**src/rtl/cip_mubi_cov_monitor.sv**
```systemverilog
// Coverage monitor for multi-bit boolean channels: per-channel true/false/invalid
// and toggle counters, sticky invalid flags, first-invalid capture, and coverage
// (both values seen and both toggle directions seen).
module cip_mubi_cov_monitor #(
    parameter  int unsigned NumMubis = 1,
    parameter  int unsigned Width    = 4,
    parameter  int unsigned CntW     = 16,
    localparam int unsigned IdxW     = (NumMubis > 1) ? $clog2(NumMubis) : 1
) (
    input  logic                       clk_i,
    input  logic                       rst_i,
    input  logic                       en_i,
    input  logic                       clr_i,
    input  logic [NumMubis*Width-1:0]  mubis_i,
    output logic [NumMubis*CntW-1:0]   true_cnt_o,
    output logic [NumMubis*CntW-1:0]   false_cnt_o,
    output logic [NumMubis*CntW-1:0]   inval_cnt_o,
    output logic [NumMubis*CntW-1:0]   toggle_cnt_o,
    output logic [NumMubis-1:0]        invalid_o,
    output logic                       first_inval_vld_o,
    output logic [IdxW-1:0]            first_inval_idx_o,
    output logic [NumMubis-1:0]        covered_o,
    output logic                       all_covered_o
);

    localparam logic [15:0]      TruePat  = 16'h9696;
    localparam logic [Width-1:0] TrueVal  = TruePat[Width-1:0];
    localparam logic [Width-1:0] FalseVal = ~TrueVal;

    function automatic logic [CntW-1:0] sat_inc(input logic [CntW-1:0] v);
        return (v == {CntW{1'b1}}) ? v : v + CntW'(1);
    endfunction

    logic [NumMubis*CntW-1:0] true_q,   true_d;
    logic [NumMubis*CntW-1:0] false_q,  false_d;
    logic [NumMubis*CntW-1:0] inval_q,  inval_d;
    logic [NumMubis*CntW-1:0] toggle_q, toggle_d;
    logic [NumMubis-1:0]      invalid_q,  invalid_d;
    logic [NumMubis-1:0]      prev_vld_q, prev_vld_d;
    logic [NumMubis-1:0]      prev_cls_q, prev_cls_d;
    logic [NumMubis-1:0]      seen_t_q,   seen_t_d;
    logic [NumMubis-1:0]      seen_f_q,   seen_f_d;
    logic [NumMubis-1:0]      seen_tf_q,  seen_tf_d;
    logic [NumMubis-1:0]      seen_ft_q,  seen_ft_d;
    logic [NumMubis-1:0]      covered_q,  covered_d;
    logic                     all_cov_q,  all_cov_d;
    logic                     first_vld_q, first_vld_d;
    logic [IdxW-1:0]          first_idx_q, first_idx_d;

    logic [NumMubis-1:0]      is_t_c, is_f_c, is_i_c;
    logic                     any_inval_c;
    logic [IdxW-1:0]          low_inval_c;

    // Classify each channel's current value
    always_comb begin
        is_t_c = '0;
        is_f_c = '0;
        for (int k = 0; k < NumMubis; k++) begin
            is_t_c[k] = (mubis_i[k*Width +: Width] == TrueVal);
            is_f_c[k] = (mubis_i[k*Width +: Width] == FalseVal);
        end
        is_i_c = ~(is_t_c | is_f_c);
    end

    // Lowest-indexed invalid channel this cycle
    always_comb begin
        any_inval_c = |is_i_c;
        low_inval_c = '0;
        for (int k = NumMubis - 1; k >= 0; k--) begin
            if (is_i_c[k]) low_inval_c = IdxW'(k);
        end
    end

    // Next-state statistics for an enabled sample
    always_comb begin
        true_d      = true_q;
        false_d     = false_q;
        inval_d     = inval_q;
        toggle_d    = toggle_q;
        invalid_d   = invalid_q;
        prev_vld_d  = prev_vld_q;
        prev_cls_d  = prev_cls_q;
        seen_t_d    = seen_t_q;
        seen_f_d    = seen_f_q;
        seen_tf_d   = seen_tf_q;
        seen_ft_d   = seen_ft_q;
        first_vld_d = first_vld_q;
        first_idx_d = first_idx_q;
        if (en_i) begin
            for (int k = 0; k < NumMubis; k++) begin
                if (is_t_c[k]) begin
                    true_d[k*CntW +: CntW] = sat_inc(true_q[k*CntW +: CntW]);
                    seen_t_d[k] = 1'b1;
                end
                if (is_f_c[k]) begin
                    false_d[k*CntW +: CntW] = sat_inc(false_q[k*CntW +: CntW]);
                    seen_f_d[k] = 1'b1;
                end
                if (is_i_c[k]) begin
                    inval_d[k*CntW +: CntW] = sat_inc(inval_q[k*CntW +: CntW]);
                    invalid_d[k] = 1'b1;
                end
                // Invalid samples are transparent to toggle pairing
                if (!is_i_c[k]) begin
                    if (prev_vld_q[k] && (prev_cls_q[k] != is_t_c[k])) begin
                        toggle_d[k*CntW +: CntW] = sat_inc(toggle_q[k*CntW +: CntW]);
                        if (prev_cls_q[k]) seen_tf_d[k] = 1'b1;
                        else               seen_ft_d[k] = 1'b1;
                    end
                    prev_vld_d[k] = 1'b1;
                    prev_cls_d[k] = is_t_c[k];
                end
            end
            if (!first_vld_q && any_inval_c) begin
                first_vld_d = 1'b1;
                first_idx_d = low_inval_c;
            end
        end
        covered_d = seen_t_d & seen_f_d & seen_tf_d & seen_ft_d;
        all_cov_d = &covered_d;
    end

    // State register; reset and clear both return everything to zero
    always_ff @(posedge clk_i) begin
        if (rst_i || clr_i) begin
            true_q      <= '0;
            false_q     <= '0;
            inval_q     <= '0;
            toggle_q    <= '0;
            invalid_q   <= '0;
            prev_vld_q  <= '0;
            prev_cls_q  <= '0;
            seen_t_q    <= '0;
            seen_f_q    <= '0;
            seen_tf_q   <= '0;
            seen_ft_q   <= '0;
            covered_q   <= '0;
            all_cov_q   <= 1'b0;
            first_vld_q <= 1'b0;
            first_idx_q <= '0;
        end else begin
            true_q      <= true_d;
            false_q     <= false_d;
            inval_q     <= inval_d;
            toggle_q    <= toggle_d;
            invalid_q   <= invalid_d;
            prev_vld_q  <= prev_vld_d;
            prev_cls_q  <= prev_cls_d;
            seen_t_q    <= seen_t_d;
            seen_f_q    <= seen_f_d;
            seen_tf_q   <= seen_tf_d;
            seen_ft_q   <= seen_ft_d;
            covered_q   <= covered_d;
            all_cov_q   <= all_cov_d;
            first_vld_q <= first_vld_d;
            first_idx_q <= first_idx_d;
        end
    end

    assign true_cnt_o        = true_q;
    assign false_cnt_o       = false_q;
    assign inval_cnt_o       = inval_q;
    assign toggle_cnt_o      = toggle_q;
    assign invalid_o         = invalid_q;
    assign first_inval_vld_o = first_vld_q;
    assign first_inval_idx_o = first_idx_q;
    assign covered_o         = covered_q;
    assign all_covered_o     = all_cov_q;

endmodule

```
**config.mk**
```make
export PLATFORM = sky130hd
export DESIGN_NAME = cip_mubi_cov_monitor
export DESIGN_NICKNAME = d
export VERILOG_FILES = /design/src/rtl/cip_mubi_cov_monitor.sv
export SDC_FILE = /design/constraint.sdc
export NUM_CORES = 1
export LEC_CHECK = 0
export CAP_MARGIN = 20
export CORE_MARGIN = 3
export CORE_UTILIZATION = 50
export DETAILED_ROUTE_END_ITERATION = 10
export PLACE_DENSITY = 0.79
export SYNTH_ARGS = -nofsm -noshare
export SYNTH_HDL_FRONTEND = slang
export SYNTH_SLANG_ARGS = --single-unit
```
**constraint.sdc**
```tcl
create_clock -name clk_i -period 2.29 [get_ports clk_i]
set_input_delay 0.458 -clock clk_i [delete_from_list [all_inputs] [get_ports clk_i]]
set_output_delay 0.458 -clock clk_i [all_outputs]
set_load 0.1 [all_outputs]
```
==> results.yml, run 1 <==
status:
  status: "completed"
worst_setup_path:
  critPathLaunch: "mubis_i[3]"
  rr_endpoint: "inval_cnt_o[3]$_SDFFE_PP0P_"
  reg2reg_depth: 6
  path_buf_inv: 1
  worst-r2r-setup-slack_ns: 0.32
  max_stage_delay_ns: 0.64
  cp-start-kind: "input port"
  rr_startpoint: "inval_cnt_o[0]$_SDFFE_PP0P_"
  worstSetupPathType: "input port to flip-flop"
  arrival_ns: 2.44
  critPathCaptureType: "flip-flop"
  crit_family: "simple AND/OR/NAND/NOR gates"
  critPathMaxFanout: 5
  path_cells: "clkdlybuf4s50_1, nand4bb_1, or4b_4, nor3b_1, xnor2_1, nor2_1"
  crit_slowest_cell: "or4b_4"
  required_ns: 2.52
clocking:
  ctsResizeCount: 0
  postCtsHoldBufs: 0
  clk_path_buf_depth: 2
  cts_root_buf: "clkbuf_8"
  cts_tree: "done"
  htree_levels: 3
  insertion_delay_ns: 0.36
  post_cts_buffers: 0
  cts_buffers: 9
  cts.sink_count: 73
  clk_pin_slew_worst_paths_ns: 0.07
sta:
  final_max_slew_viol_count: 0
  slew_headroom_pct: 59.8
  setup_viol: 0
  max_slew.worst_pin.slew_ns: 0.598
  post-route-min-period_ns: 2.21
  hold_viol_final: 0
  finalCritPeriodShare_pct: 96.5
  skew_ns: 0.0109
  setup_ws_ns: 0.0808
  rsz0062_at_grt: "false"
  max_freq_mhz: 453
worst_hold_path:
  hold_end: "seen_tf_q$_SDFF_PP0_"
  min_path_cells: 2
  hp-class: "flip-flop to flip-flop"
  worstHoldStart: "seen_tf_q$_SDFF_PP0_"
placed_design:
  port_buffers: 75
  dpl.hpwl_um: 6360
  place_area_mm2: 0.00433
  gp_congestion: 0.914
  dp_slack_ns: -0.263
  dp_cells: 588
synthesis:
  ys_async_sr_fraction_pct: 0
  yosysUniqueCellTypes: 44
  synth_seq_cells: 73
  synth_area_per_cell_um2: 8.46
  synth.net_count: 424
  ys.flop_type: "dfxtp_1"
  postSynthCellCount: 412
  synth_edf_count: 0
  ys_warn_count: 0
  syn-cell-area_mm2: 0.00349
  yosysSeqAreaShare_pct: 41.9
drt:
  wl_per_cell_um: 14.7
  ant_nets: 0
  totalWireLength_um: 8870
  drt_iter0_drc: 265
  via_count: 3395
  drt-pass1-iter-count: 6
  drc: 0
  routed_via_density: 5.62
run:
  maxCapViolCount: 0
pwr:
  p_per_area_mw_per_mm2: 601
  p_total_mw: 2.77
  p_leak_nw: 1.65
  peakVddDrop_uv: 507
global_routing:
  grt_pass1_wl_um: 14600
  first_global_vias: 3082
  globalRouteTotalUtil_pct: 23.0
  antenna_found_initial: 0
  overflow: 0
  grt_max_degree: 38
layout:
  drive_gt1_share_pct: 30.3
  diodes: 0
  area_delta_synth_final_pct: 32.2
  most-common-layout-cells: "buf_4, nor2_1, dfxtp_1"
  layout_commonest_cell: "buf_4"
  fin_nets: 518
  fin_area_mm2: 0.00461
  stdcell_count: 604
  num-fill-cells: 516
die:
  start_util_pct: 53.1
  std_cell_rows: 29
  die_y_um: 89.5
  die_area_mm2: 0.00801
  core_area_mm2: 0.00657
  pin_count: 77
  die_w_um: 89.5
cells by family after synthesis:
kind of cell	Yosys count	synth area share, %
AND/OR/NAND/NOR	212	32.5
flip-flops	73	41.9
AO/OA/AOI/OAI	54	9.90
XOR/XNOR	40	10.0
buffers and inverters	24	2.91
adder cells (fa/ha/maj)	4	1.44
multiplexers	4	1.15
other	1	0.108
layout make-up:
cell class / count / area (um2) / area share (%)
timing repair buffer: 98 / 753 / 16.3
clock buffer: 11 / 151 / 3.28
inverter: 9 / 33.8 / 0.733
multi-input combinational: 315 / 1920 / 41.7
sequential: 73 / 1510 / 32.7
tap: 93 / 116 / 2.52
clock inverter: 5 / 125 / 2.71
flip-flops by register name, summed over array words and instances, names as in the netlist:
register,cells
false_cnt_o,16
inval_cnt_o,16
toggle_cnt_o,16
true_cnt_o,16
all_covered_o,1
first_inval_vld_o,1
invalid_o,1
prev_cls_q,1
prev_vld_q,1
seen_f_q,1
seen_ft_q,1
seen_t_q,1
seen_tf_q,1
report_power, final:
group | internal, mW | leakage, nW | switching [mW]
Clock | 0.892 | 0.140 | 0.489
Combinational | 0.0371 | 0.901 | 0.0757
Sequential | 1.27 | 0.607 | 0.00362
synthesized netlist by cell type (3+ instances only):
library cell	n	area share, %
buf_4	3	0.65
nand2_1	26	2.8
o21ai_0	14	2.0
a211oi_1	4	0.86
dfxtp_1	73	42
mux2i_1	4	1.1
ha_1	4	1.4
a31oi_1	4	0.72
and4_1	7	1.8
nand3_1	24	3.4
nor4_1	9	1.6
or4_1	3	0.65
or3_1	12	2.2
and3_1	5	0.90
nor3_1	22	3.2
xor2_1	7	1.8
o211ai_1	6	1.3
inv_1	9	0.97
and2_1	3	0.54
nand4_1	18	3.2
xnor2_1	33	8.3
nor2_1	65	7.0
clkbuf_1	12	1.3
a21oi_1	18	2.6
nor3b_1	3	0.65
metal layers:
| metal | wire [um] | up-vias | global-route usage, % |
|---|---|---|---|
| met1 | 3960 | 1581 | 30.7 |
| li1 | - | 1673 | - |
| met3 | 556 | 16 | 5.99 |
| met4 | 158 | 0 | 7.58 |
| met5 | 0 | - | 0 |
| met2 | 4190 | 125 | 36.2 |
worst max path at each step:
stage	end	slack (ns)	depth (start not counted)
2_1_floorplan	false_cnt_o[7]$_SDFFE_PP0P_	0.002	6
3_3_place_gp	true_cnt_o[13]$_SDFFE_PP0P_	-0.20	6
3_5_place_dp	true_cnt_o[7]$_SDFFE_PP0P_	-0.26	6
4_1_cts	true_cnt_o[7]$_SDFFE_PP0P_	0.11	6
5_1_grt	true_cnt_o[11]$_SDFFE_PP0P_	0.02	6
6_report	true_cnt_o[7]$_SDFFE_PP0P_	0.08	6
worst reg2reg max path, delay by kind of cell (launching register included):
kind,cells,cell delay (ns)
fa+ha+maj,1,0.18
compound gates,1,0.53
simple gates,2,0.56
flops,1,0.37
xor+xnor,1,0.18
buf+inv,1,0.04
metrics by stage:
| step | TNS [ns] | util, % | hold WS, ns |
|---|---|---|---|
| after floorplan | 0 | - | 0.427 |
| after detailed placement | -3.95 | 66.0 | 0.449 |
| after CTS | 0 | 70.2 | 0.466 |
| after global placement | -2.42 | 66.0 | 0.439 |
| final | 0 | 70.2 | 0.462 |
| after global routing | 0 | 70.2 | 0.485 |
Power figures use the tool's default switching activity.
==> inputs of run 2 (changes only) <==
- ABC_AREA: not set -> 1
- CORE_UTILIZATION: 50 -> 53
- PLACE_DENSITY: 0.79 -> 0.81
- SKIP_CTS_REPAIR_TIMING: not set -> 1
- SLEW_MARGIN: not set -> 20
==> run 2 against run 1 <==
Cell count grew 37%. Sequential cell count is the same. Combinational power grew 12%. Global-route usage shrank 0.36 points. Worst setup slack gained 0.38 ns. Count of clock-buffer cells in the layout grew 1. Final area grew 9.2%. Non-clock buffer count shrank 16. First-iteration DRC count shrank 32%. Clock skew is essentially flat. Core utilization shrank 2.6 points. Critical path type unchanged. Largest cell class unchanged.
==> results.yml, run 2 <==
synthesis:
  synth_area_per_cell_um2: 6.47
  synth_edf_count: 0
  synth_area_leaders: "dfxtp_1, nand2_1, nor2_1"
  yosysSeqAreaShare_pct: 35.0
  syn-cell-area_mm2: 0.00418
  yosysUniqueCellTypes: 31
  ys_warn_count: 0
  postSynthCellCount: 646
  ys.flop_type: "dfxtp_1"
  ys_async_sr_fraction_pct: 0
  synth_common_cells: "nand2_1, nor2_1, dfxtp_1, inv_1, a21oi_1"
  synth_seq_cells: 73
  yosysTopAreaCell: "dfxtp_1"
  synth_top_area_share_pct: 35.0
  yosysMostFrequentCell: "nand2_1"
  synth.net_count: 658
worst_setup_path:
  worst-r2r-setup-slack_ns: 0.48
  rr_endpoint: "toggle_cnt_o[1]$_SDFFE_PP0P_"
  crit_end: "toggle_cnt_o[1]$_SDFFE_PP0P_"
  critPathMaxFanout: 15
  rr_startpoint: "toggle_cnt_o[0]$_SDFFE_PP0P_"
  worstSetupPathType: "input port to flip-flop"
  arrival_ns: 2.07
  critPathCaptureType: "flip-flop"
  required_ns: 2.52
  cp-start-kind: "input port"
  critPathLaunch: "mubis_i[2]"
  reg2reg_depth: 8
drt:
  drt-pass1-iter-count: 5
  routed_via_density: 5.12
  totalWireLength_um: 9960
  ant_nets: 0
  drc: 0
  drt_iter0_drc: 181
  via_count: 4226
  wl_per_cell_um: 12.1
global_routing:
  globalRouteTotalUtil_pct: 22.6
  first_global_vias: 3752
  antenna_found_initial: 0
  grt_pass1_wl_um: 16500
  grt_max_degree: 51
  overflow: 0
pwr:
  peakVddDrop_uv: 484
  p_total_mw: 2.45
  p_per_area_mw_per_mm2: 487
  p_leak_nw: 1.96
clocking:
  insertion_delay_ns: 0.34
  cts_tree: "done"
  clk_path_buf_depth: 2
  cts_root_buf: "clkbuf_8"
  clk_pin_slew_worst_paths_ns: 0.08
  cts_buffers: 9
  htree_levels: 3
  cts.sink_count: 73
sta:
  finalCritPeriodShare_pct: 80.0
  max_slew.worst_pin.slew_ns: 0.901
  post-route-min-period_ns: 1.83
  final_max_slew_viol_count: 0
  max_freq_mhz: 546
  rsz0062_at_grt: "false"
  hold_viol_final: 0
  setup_tns_ns: 0
  skew_ns: 0.0111
  holdWs_ns: 0.457
  setup_ws_ns: 0.459
  slew_headroom_pct: 39.9
  setup_viol: 0
placed_design:
  gp_congestion: 0.878
  dp_slack_ns: 0.0764
  dpl.hpwl_um: 7130
  port_buffers: 75
  dp_cells: 809
status:
  status: "completed"
layout:
  layout_commonest_cell: "nand2_1"
  diodes: 0
  fin_nets: 733
  most-common-layout-cells: "nand2_1, nor2_1, buf_4"
  stdcell_count: 825
  drive_gt1_share_pct: 17.2
  area_delta_synth_final_pct: 20.5
die:
  die_y_um: 94.8
  std_cell_rows: 31
  pin_count: 77
  core_area_mm2: 0.00745
  die_w_um: 94.8
  start_util_pct: 56.1
  die_area_mm2: 0.00899
worst_hold_path:
  hp-class: "flip-flop to flip-flop"
run:
  maxCapViolCount: 0
==> run 2: cell types whose count changed in the layout (fill, tap and decap cells not counted), moves of 9 or more <==
cell and change:
nand2_1 +180, inv_1 +53, a21oi_1 +30, dfxtp_1 +28, dfxtp_2 -28, nor2_1 +27, xnor2_1 -22, nand3_1 +19
nor3_1 -17, buf_4 -16, or3_1 -12, xor2_1 +10, nor4_1 -9
==> run 2: logic make-up (layout without fill, tap and decap cells) <==
group                      Yosys count  after routing  share of synthesized area, %
AOI/OAI and AO/OA                   69             69                          8.68
and+or+nand+nor                    389            389                          40.6
buffers and inverters               82            162                          8.59
adders and majority gates            4              4                          1.20
xor gates and xnor gates            28             28                          5.87
DFF                                 73             73                          35.0
other                                1              1                        0.0897
==> run 2: layout make-up <==
cell class | count | area [um2]
Clock buffer | 12 | 155
Clock inverter | 4 | 51.3
Fill cell | 683 | 2410
Inverter | 64 | 240
Multi-Input combinational cell | 491 | 2360
Sequential cell | 73 | 1470
Tap cell | 99 | 124
Timing Repair Buffer | 82 | 633
==> run 2: stage by stage <==
stage	utilization, %	area (um2)
2_1_floorplan	-	4190
5_1_grt	67.6	5040
6_report	67.6	5040
3_5_place_dp	64.9	4830
4_1_cts	67.6	5040
3_3_place_gp	64.9	4830
==> run 2: worst max-delay path: stages <==
cell and delay, ns:
clkdlybuf4s50_1 0.49, nand2_1 0.07, inv_1 0.07, nand2_1 0.10
nor2_4 0.20, nand2_1 0.13, nand2_4 0.16, nand2_4 0.13
o21ai_0 0.19, nor2_1 0.06
==> run 2: how the worst min path moves through the flow <==
stage	start	endpoint	slack, ns	cells past startpoint
after floorplan	seen_ft_q$_SDFF_PP0_	seen_ft_q$_SDFF_PP0_	0.42	2
after global placement	seen_tf_q$_SDFF_PP0_	seen_tf_q$_SDFF_PP0_	0.44	2
after detailed placement	seen_t_q$_SDFF_PP0_	seen_t_q$_SDFF_PP0_	0.45	2
after CTS	seen_t_q$_SDFF_PP0_	seen_t_q$_SDFF_PP0_	0.46	2
after global routing	seen_f_q$_SDFF_PP0_	seen_f_q$_SDFF_PP0_	0.49	1
final	seen_t_q$_SDFF_PP0_	seen_t_q$_SDFF_PP0_	0.46	2
==> run 2: per-layer routing <==
layer | share of wire, % | global-route usage [%] | vias to the layer above
li1 | - | - | 2191
met1 | 44 | 27.3 | 1911
met2 | 49 | 39.9 | 114
met3 | 5.7 | 5.42 | 10
met4 | 1.2 | 6.37 | 0
met5 | 0 | 0 | -
==> run 2: report_power, final <==
part	internal (mW)	switching, mW	total, mW
sequential	1.27	0.00459	1.28
clock	0.564	0.483	1.05
combinational	0.0320	0.0940	0.126
total	1.87	0.581	2.45
==> inputs of run 3 (changes only) <==
- clock period: 2.29 -> 1.7 ns (I/O delays scaled with it)
==> run 3 against run 2 <==
Worst hold slack better by 0.0024 ns. Count of clock-buffer cells in the layout stayed put. Non-clock buffer count is 22 higher. Register-to-register slack worse by 0.39 ns. Via count is 9.6% higher. Power is 27% higher. Core utilization is 17 points higher. Wire length is 21% higher. Combinational power is 80% higher. Global-route usage is 3.8 points higher. First-iteration DRC count is 59% higher. Die area stayed put.
==> results.yml, run 3 (synthesis gave the netlist of run 2 again) <==
worst_setup_path:
  cp-start-kind: "input port"
  worstSetupPathType: "input port to flip-flop"
  arrival_ns: 1.85
  rr_startpoint: "inval_cnt_o[0]$_SDFFE_PP0P_"
  critPathCaptureType: "flip-flop"
  worst-r2r-setup-slack_ns: 0.09
  reg2reg_depth: 10
  required_ns: 1.93
  rr_endpoint: "inval_cnt_o[0]$_SDFFE_PP0P_"
  critPathMaxFanout: 15
pwr:
  p_int_mw: 2.31
  clkPwrFrac_pct: 38.7
  seq_power_share_pct: 54.0
  combPwrFrac_pct: 7.3
  p_total_mw: 3.11
  p_leak_nw: 2.30
  p_switching_mw: 0.798
  p_per_area_mw_per_mm2: 493
  swShare_pct: 25.7
  peakVddDrop_uv: 347
die:
  start_util_pct: 56.1
  die_y_um: 94.8
  die_w_um: 94.8
  die_area_mm2: 0.00899
  core_area_mm2: 0.00745
  std_cell_rows: 31
  pin_count: 77
global_routing:
  overflow: 0
  grt_max_degree: 26
  grt_pass1_wl_um: 19300
  globalRouteTotalUtil_pct: 26.5
  first_global_vias: 4367
  antenna_found_initial: 0
layout:
  drive_gt1_share_pct: 28.3
  diodes: 0
  num-fill-cells: 451
  layout_commonest_cell: "nand2_1"
  fin_area_mm2: 0.00630
  stdcell_count: 848
  most-common-layout-cells: "nand2_1, nor2_1, buf_12"
  area_delta_synth_final_pct: 50.7
  fin_nets: 756
clocking:
  cts.sink_count: 73
  cts_buffers: 9
  insertion_delay_ns: 0.35
  htree_levels: 3
  cts_tree: "done"
  cts_root_buf: "clkbuf_8"
  clk_pin_slew_worst_paths_ns: 0.07
  clk_path_buf_depth: 2
sta:
  max_freq_mhz: 619
  finalCritPeriodShare_pct: 95.1
  setup_viol: 0
  setup_ws_ns: 0.0840
  final_max_slew_viol_count: 0
  hold_viol_final: 0
  holdWs_ns: 0.460
  post-route-min-period_ns: 1.62
  skew_ns: 0.00898
  rsz0062_at_grt: "true"
placed_design:
  dpl.hpwl_um: 8670
  place_area_mm2: 0.00608
  port_buffers: 75
  dp_slack_ns: -0.310
  gp_congestion: 0.870
  dp_cells: 830
worst_hold_path:
  worstHoldStart: "seen_t_q$_SDFF_PP0_"
  hp-class: "flip-flop to flip-flop"
  hold_end: "seen_t_q$_SDFF_PP0_"
  min_path_cells: 2
drt:
  drc: 0
  wl_per_cell_um: 14.2
  via_count: 4632
  drt-pass1-iter-count: 5
  routed_via_density: 5.46
  totalWireLength_um: 12100
  ant_nets: 0
  drt_iter0_drc: 288
status:
  status: "completed"
run:
  maxCapViolCount: 0
[run 3: critical path: stages]
cell and delay, ns:
clkdlybuf4s50_1 0.50, nand2_1 0.08, inv_1 0.09, nand2_2 0.10, nor2_4 0.16, nand2_1 0.10, nand2_4 0.11, nand2_4 0.13
o21ai_0 0.19, nor2_1 0.06
[run 3: stage by stage]
stage | setup TNS, ns | utilization [%]
floorplan | 0 | -
global placement | -4.55 | 81.7
detailed placement | -13.34 | 81.7
CTS | 0 | 83.9
global route | -0.0409 | 84.6
finish | 0 | 84.6
[run 3: worst max-delay path by stage]
stage | from | to | slack, ns | cells past startpoint
CTS | inval_cnt_o[0]$_SDFFE_PP0P_ | inval_cnt_o[6]$_SDFFE_PP0P_ | 0.04 | 9
global route | inval_cnt_o[0]$_SDFFE_PP0P_ | inval_cnt_o[14]$_SDFFE_PP0P_ | -0.03 | 9
detailed placement | mubis_i[2] | inval_cnt_o[1]$_SDFFE_PP0P_ | -0.31 | 9
floorplan | false_cnt_o[7]$_SDFFE_PP0P_ | false_cnt_o[14]$_SDFFE_PP0P_ | 0.000009 | 8
global placement | mubis_i[1] | inval_cnt_o[1]$_SDFFE_PP0P_ | -0.14 | 8
finish | mubis_i[2] | toggle_cnt_o[1]$_SDFFE_PP0P_ | 0.08 | 10
[run 3: final cells by class]
cell class	count	area, um2	area share [%]
Sequential cell	73	1620	25.7
Timing Repair Buffer	104	1700	27.0
Clock buffer	12	145	2.30
Tap cell	99	124	1.97
Clock inverter	4	18.8	0.298
Inverter	64	240	3.81
Multi-Input combinational cell	492	2450	38.9
[run 3: per-layer routing]
metal	share of wire, %	track usage (%)	vias up
met4	1.6	7.93	0
li1	-	-	2251
met1	39	31.1	2151
met3	6.7	5.26	26
met5	0	0	-
met2	52	48.2	204
[run 3: power groups by stage]
stage                     clock network (mW)  registers, mW  logic [mW]
after floorplan                            0           1.75      0.0894
after global placement                     0           1.72       0.205
after detailed placement                   0           1.72       0.214
after CTS                               1.21           1.68       0.215
after global routing                    1.28           1.68       0.239
final                                   1.20           1.68       0.227
